<file path="config.mk">
export PLATFORM = sky130hd
export DESIGN_NAME = fib_bcd_converter
export DESIGN_NICKNAME = d
export VERILOG_FILES = /design/src/rtl/fib_pkg.sv /design/src/rtl/bcd_add3.sv /design/src/rtl/fib_bcd_converter.sv
export SDC_FILE = /design/constraint.sdc
export NUM_CORES = 1
export LEC_CHECK = 0
export BUFFER_PORTS_ARGS = -buffer_cell sky130_fd_sc_hd__buf_4
export CAP_MARGIN = 20
export CORE_MARGIN = 4
export CORE_UTILIZATION = 56
export DETAILED_ROUTE_END_ITERATION = 12
export GPL_TIMING_DRIVEN = 0
export PLACE_DENSITY = 0.75
export SLEW_MARGIN = 10
export SYNTH_ARGS = -nofsm -noshare
export SYNTH_HDL_FRONTEND = slang
export SYNTH_SLANG_ARGS = --single-unit
</file>
<file path="constraint.sdc">
create_clock -name clk -period 2 [get_ports clk]
set_input_delay 0.1 -clock clk [delete_from_list [all_inputs] [get_ports clk]]
set_output_delay 0.1 -clock clk [all_outputs]
set_load 0.02 [all_outputs]
</file>
<file path="src/rtl/fib_pkg.sv">
// Shared types and default sizing for the Fibonacci BCD display path.
package fib_pkg;

  localparam int unsigned FIB_WIDTH  = 16;
  localparam int unsigned FIB_DIGITS = 5;

  typedef enum logic [1:0] {
    IDLE   = 2'd0,
    SHIFT  = 2'd1,
    FINISH = 2'd2
  } fib_state_e;

endpackage

</file>
<file path="src/rtl/bcd_add3.sv">
// Double-dabble digit correction: adds 3 to a BCD digit of 5 or more so the next
// left shift carries into the digit above instead of producing a value above 9.
module bcd_add3 (
  input  logic [3:0] i_digit,
  output logic [3:0] o_digit
);

  assign o_digit = (i_digit >= 4'd5) ? (i_digit + 4'd3) : i_digit;

endmodule

</file>
<file path="src/rtl/fib_bcd_converter.sv">
// Serial binary-to-BCD converter (double dabble), one bit per cycle.
// Define LEADING_ZERO_BLANK_EN to generate per-digit leading-zero blank flags.
module fib_bcd_converter
  import fib_pkg::*;
#(
  parameter int unsigned WIDTH  = FIB_WIDTH,
  parameter int unsigned DIGITS = FIB_DIGITS
) (
  input  logic                  clk,
  input  logic                  usr_reset,
  input  logic                  start,
  input  logic [WIDTH-1:0]      bin_in,
  output logic                  busy,
  output logic                  done,
  output logic [4*DIGITS-1:0]   bcd,
  output logic [DIGITS-1:0]     blank
);

  localparam int unsigned CNT_W = $clog2(WIDTH + 1);

  fib_state_e          r_state;
  logic [WIDTH-1:0]    r_shift;
  logic [4*DIGITS-1:0] r_scratch;
  logic [4*DIGITS-1:0] r_bcd;
  logic [4*DIGITS-1:0] w_corr;
  logic [CNT_W-1:0]    r_cnt;
  logic                r_busy;
  logic                r_done;

  for (genvar g = 0; g < DIGITS; g++) begin : g_add3
    bcd_add3 u_add3 (
      .i_digit(r_scratch[4*g +: 4]),
      .o_digit(w_corr[4*g +: 4])
    );
  end

`ifdef LEADING_ZERO_BLANK_EN
  logic [DIGITS-1:0] r_blank;
  logic [DIGITS-1:0] w_blank;
  logic              w_hi_zero;

  // Digit 0 is never blanked so a zero result still shows "0".
  always_comb begin
    w_blank   = '0;
    w_hi_zero = 1'b1;
    for (int i = DIGITS - 1; i >= 1; i--) begin
      w_hi_zero  = w_hi_zero & (r_scratch[4*i +: 4] == 4'd0);
      w_blank[i] = w_hi_zero;
    end
  end

  assign blank = r_blank;
`else
  assign blank = '0;
`endif

  always_ff @(posedge clk) begin
    r_done <= 1'b0;
    if (!usr_reset) begin
      r_state   <= IDLE;
      r_shift   <= '0;
      r_scratch <= '0;
      r_bcd     <= '0;
      r_cnt     <= '0;
      r_busy    <= 1'b0;
`ifdef LEADING_ZERO_BLANK_EN
      r_blank   <= '0;
`endif
    end else begin
      unique case (r_state)
        IDLE: begin
          if (start) begin
            r_shift   <= bin_in;
            r_scratch <= '0;
            r_cnt     <= CNT_W'(WIDTH);
            r_busy    <= 1'b1;
            r_state   <= SHIFT;
          end
        end
        SHIFT: begin
          // Correct then shift; the shift truncates to the register width.
          {r_scratch, r_shift} <= {w_corr, r_shift} << 1;
          r_cnt <= r_cnt - CNT_W'(1);
          if (r_cnt == CNT_W'(1)) begin
            r_state <= FINISH;
          end
        end
        FINISH: begin
          r_bcd   <= r_scratch;
`ifdef LEADING_ZERO_BLANK_EN
          r_blank <= w_blank;
`endif
          r_done  <= 1'b1;
          r_busy  <= 1'b0;
          r_state <= IDLE;
        end
        default: begin
          r_busy  <= 1'b0;
          r_state <= IDLE;
        end
      endcase
    end
  end

  assign busy = r_busy;
  assign done = r_done;
  assign bcd  = r_bcd;

endmodule

</file>
Word-level counts from Yosys, hierarchy flattened
Index checks and enable logic that the tools add are counted.

operators by class
  add/sub/neg operators = 6
  $lt $le $gt $ge = 5
  eq/ne operators = 5
  muxes and demuxes = 17
  bitwise gates (word level) = 1
  reductions and logical operators = 5

operator list
  kind                                                               count
  case mux 20 bit (2 select lines)                                   1
  case mux 16 bit (2 select lines)                                   1
  greater-or-equal comparator 4 x 3 -> 1 bit, second input constant  5
  2-to-1 mux 20 bit                                                  1
  adder 4 x 2 -> 4 bit, second input constant                        4
  2-to-1 mux 16 bit                                                  1
  2-to-1 mux 4 bit                                                   4
  case mux 5 bit (2 select lines)                                    1
  AND reduction 2 bit                                                3
  == test 5 x 1 -> 1 bit, second input constant                      1
  2-to-1 mux 5 bit                                                   1
  subtractor 5 x 1 -> 5 bit, second input constant                   1
  2-to-1 mux 2 bit                                                   2
  inequality test 2 bit, second input constant                       2
  case mux 2 bit (2 select lines)                                    1
  adder 3 x 2 -> 3 bit, second input constant                        1
  2-to-1 mux 3 bit                                                   1
  == test 2 x 1 -> 1 bit, second input constant                      1
  == test 2 bit, second input constant                               1
  logical NOT 2 bit                                                  1
  2-to-1 mux 1 bit                                                   2
  case mux 1 bit (2 select lines)                                    1
  nonzero test 2 bit                                                 1
  inverter 1 bit                                                     1

word-level totals
  bits in registers = 65
  output and inout bits = 27
  logic and storage cells = 46

Logic depth before layout (Yosys ltp)
  depth after elaboration = 3
  gate-level depth with buffers = 6
  gate-level depth less buffers = 6

By module
From an unflattened synthesis, not the netlist that was laid out.

second synthesis, totals
  cells, all modules = 348
  area, all modules = 3,012.9 um2

modules (own cells, without submodules)
  module             instances  cells an instance  area each (um2)  sequential area each (um2)
  fib_bcd_converter  1          268                2,506.2          1,301.2
  bcd_add3           5          16                 101.3            0.0

Worst setup path after synthesis
Ideal clock, no wire load.

  path kind = reg2reg
  from = register r_scratch[9]
  to = register r_scratch[10]
  arrival time = 1.432 ns
  data required time = 1.926 ns
  setup slack = 0.494 ns
  stages on the path, launching flop included = 7
  buffers on the path = 0
  cells stage by stage = dfxtp_1 -> inv_1 -> ha_1 -> nand2b_1 -> a21oi_1 -> mux2_2 -> o21ai_0

between the ends
  word-level cells in the longest chain between the ends = 3
  elaborated cells on any way between the ends = 4
  those cells by class = add/sub (1); order compare (1); mux (2)

RTL lines
  element                                                                                    line                     text
  start, declared                                                                            fib_bcd_converter.sv:23  logic [4*DIGITS-1:0] r_scratch;
  start signal, assigned                                                                     fib_bcd_converter.sv:82  {r_scratch, r_shift} <= {w_corr, r_shift} << 1;
  adder 4 x 2 -> 4 bit / greater-or-equal comparator 4 x 3 -> 1 bit (equally long branches)  bcd_add3.sv:8            assign o_digit = (i_digit >= 4'd5) ? (i_digit + 4'd3) : i_digit;
  2-to-1 mux 4 bit (*)                                                                       bcd_add3.sv:8
  case mux 20 bit (2 select lines) (*)                                                       fib_bcd_converter.sv:70  unique case (r_state)

Every way passes the cells marked *; elsewhere a longest branch is shown, timed or not.
A chain may end at the register's enable or synchronous reset.

Worst setup path after layout
Ends and elaborated chain as after synthesis.

==> run metrics <==
status=finished clean; die area=6580 µm²; Final Cycle Share=84.5%; Critical Path Sink Type=register; minimum clock period=1690 ps; post-CTS setup buffers=0; Die X=81.1 µm; DR WL/cell=13.4 µm; max cap viols=0; clock sinks=65; Synth Warn #=0; Post-synth top flop=dfxtp_1; Static Leak=0.00144 µW; final WL=6520 µm; Starting Density=58.3%; worst vdd ir=0.549 mV; CTS Hold Bufs=0; Critical Path AT=1960 ps; multi-input combinational cell area=1490 µm²; grt ovf=0; Clk Latency, worst-skew pair=340 ps; Area Overhead vs Synth=20.3%; Yosys top cell by area=dfxtp_1; First DRT Iteration DRCs=164; Pre-antenna DRT Iters=4; dpl ws=330 ps; Pwr Density=780 nW/µm²; core area=5140 µm²; drc violations=0; Worst R2R End=r_scratch[10]; Sequential Area=1300 µm²; htree depth=3; vias in the first global route=2,436; top cell type's share of synthesized area=43.5%; critical path type=reg -> reg; flip-flop and latch count after synthesis=65; fin worst setup slack=309 ps; sequential share of the synthesized area=43.5%; reg2reg setup slack=310 ps; Post-synth EDFFs=0; Distinct cells, synth=42; max-slew violation count=0; GR Util All Layers=21.4%; Resized cells post-CTS=0; gp weighted congestion=0.788; DP Wirelength=4650 µm; final setup fails=0; Mean Syn Cell Area=8.39 µm²; drt via density=5.26; final hold violation count=0; f_max=591 MHz; synth top area cells=dfxtp_1 43%, nand2_1 8.5%, o21ai_0 6.9%, a21boi_0 5.8%, ha_1 5.0%; Fin Setup TNS=0 ps; cells after synthesis=357; largest net degree at the start of global routing=11; layout cells sized above 1=21.2%; Port Buffer Count=39; Worst Setup SP=r_scratch[9]; unrepaired setup endpoints after global routing=false; Diodes inserted=0; clock transition at the registers of the reported paths=70 ps; Min-Delay Path Class=in -> reg; ys async rst share=0%; cell count of the worst reg-to-reg path=6; Clock Tree Buf Depth=2; Die Ht=81.1 µm; critical path data required time=2270 ps; Core Rows=26; Nets=442; antenna viol nets, final=0; skew final=5.58 ps; Syn Std Cell Area=2990 µm²; nature of the critical path startpoint=register; CTS root buffer=clkbuf_8; crit path max fanout=4; CP endpoint=r_scratch[10]; I/O Pins=46; CTS tree=done; fill count=459; cts bufs inserted=9; worst r2r src=r_scratch[9]; via count=2,556; initial antenna violation count=0; first-pass GRT wire length=11,000 µm
[per-stage QoR]
step	instances	instance area [µm²]	util (%)	total power, µW	hold WS [ps]
after floorplan	361	3010	-	1600	310
after global placement	470	3390	65.9	1680	408
after detailed placement	470	3390	65.9	1690	411
after CTS	486	3600	70.1	2820	58.6
after global routing	486	3600	70.1	2930	84.8
final	486	3600	70.1	2810	64.0
[metal layers]
layer | track usage (%) | up-vias | part of all wire [%]
met5 | 0 | - | 0
met4 | 9.46 | 0 | 1.6
met3 | 3.55 | 12 | 3.7
met2 | 34.9 | 40 | 47
met1 | 27.9 | 1190 | 47
li1 | - | 1314 | -
[critical path: stages, from the launching register on]
cell and delay [ps]:
dfxtp_1 370, inv_1 90, ha_1 180, nand2b_1 140, a21oi_1 340, mux2_2 370
o21ai_0 130
[how the worst min path moves through the flow]
stage	slack, ps	endpoint	cells past startpoint	from
2_1_floorplan	310	r_shift[15]	2	bin_in[15]
3_3_place_gp	410	r_shift[10]	3	bin_in[10]
3_5_place_dp	410	r_shift[8]	3	bin_in[8]
4_1_cts	60	r_shift[8]	3	bin_in[8]
5_1_grt	80	r_shift[9]	3	bin_in[9]
6_report	60	r_shift[8]	3	bin_in[8]
[cell families after synthesis]
logic type	synth area share [%]
AO/OA/AOI/OAI	22.5
buffers and inverters	7.44
AND/OR/NAND/NOR	16.9
multiplexers	2.21
other	0.125
XOR/XNOR	2.34
flip-flops	43.5
adder cells (fa/ha/maj)	5.01
[flip-flops by register name, summed over array words and instances (netlist names)]
| signal | cells |
|---|---|
| r_state | 2 |
| done | 1 |
| bcd | 20 |
| busy | 1 |
| r_shift | 16 |
| r_scratch | 20 |
| r_cnt | 5 |
[power breakdown]
part | switching [µW] | leakage, µW | total (µW) | internal, µW
combinational | 161 | 0.000798 | 289 | 128
clock | 492 | 0.000112 | 1140 | 652
sequential | 29.7 | 0.000529 | 1370 | 1340
total | 683 | 0.00144 | 2810 | 2120
[placed cells by master, fill, tap and decap left out, types with 6 or more instances in the layout]
cell type and instances:
clkbuf_1 7, inv_1 14, nor2_1 11, nand2b_1 7
ha_1 12, nand3_1 6, o22ai_1 8, dfxtp_1 65
o21ai_0 41, a21oi_1 23, buf_4 48, buf_2 9
clkbuf_8 15, a21boi_0 23, nand2_1 68
[cells in the mapped netlist, types with 3 or more instances]
cell type,instances
a21boi_0,23
buf_4,9
and2_1,3
nor2_1,11
nand3_1,6
xor2_1,3
nand2b_1,7
ha_1,12
xnor2_1,5
mux2_2,5
nor2b_1,3
a21oi_1,23
nor3_1,5
inv_1,14
dfxtp_1,65
clkbuf_1,7
nand2_1,68
o21ai_0,41
o31ai_1,4
buf_2,9
and3_1,3
o22ai_1,8
[cell type report]
class,count,share of cell area (%)
Tap cell,70,2.43
Buffer,28,4.62
Clock inverter,1,0.139
Inverter,15,1.56
Multi-Input combinational cell,253,41.2
Timing Repair Buffer,39,8.13
Clock buffer,15,5.73
Sequential cell,65,36.1
No activity file was read; power rests on OpenSTA's default activity.
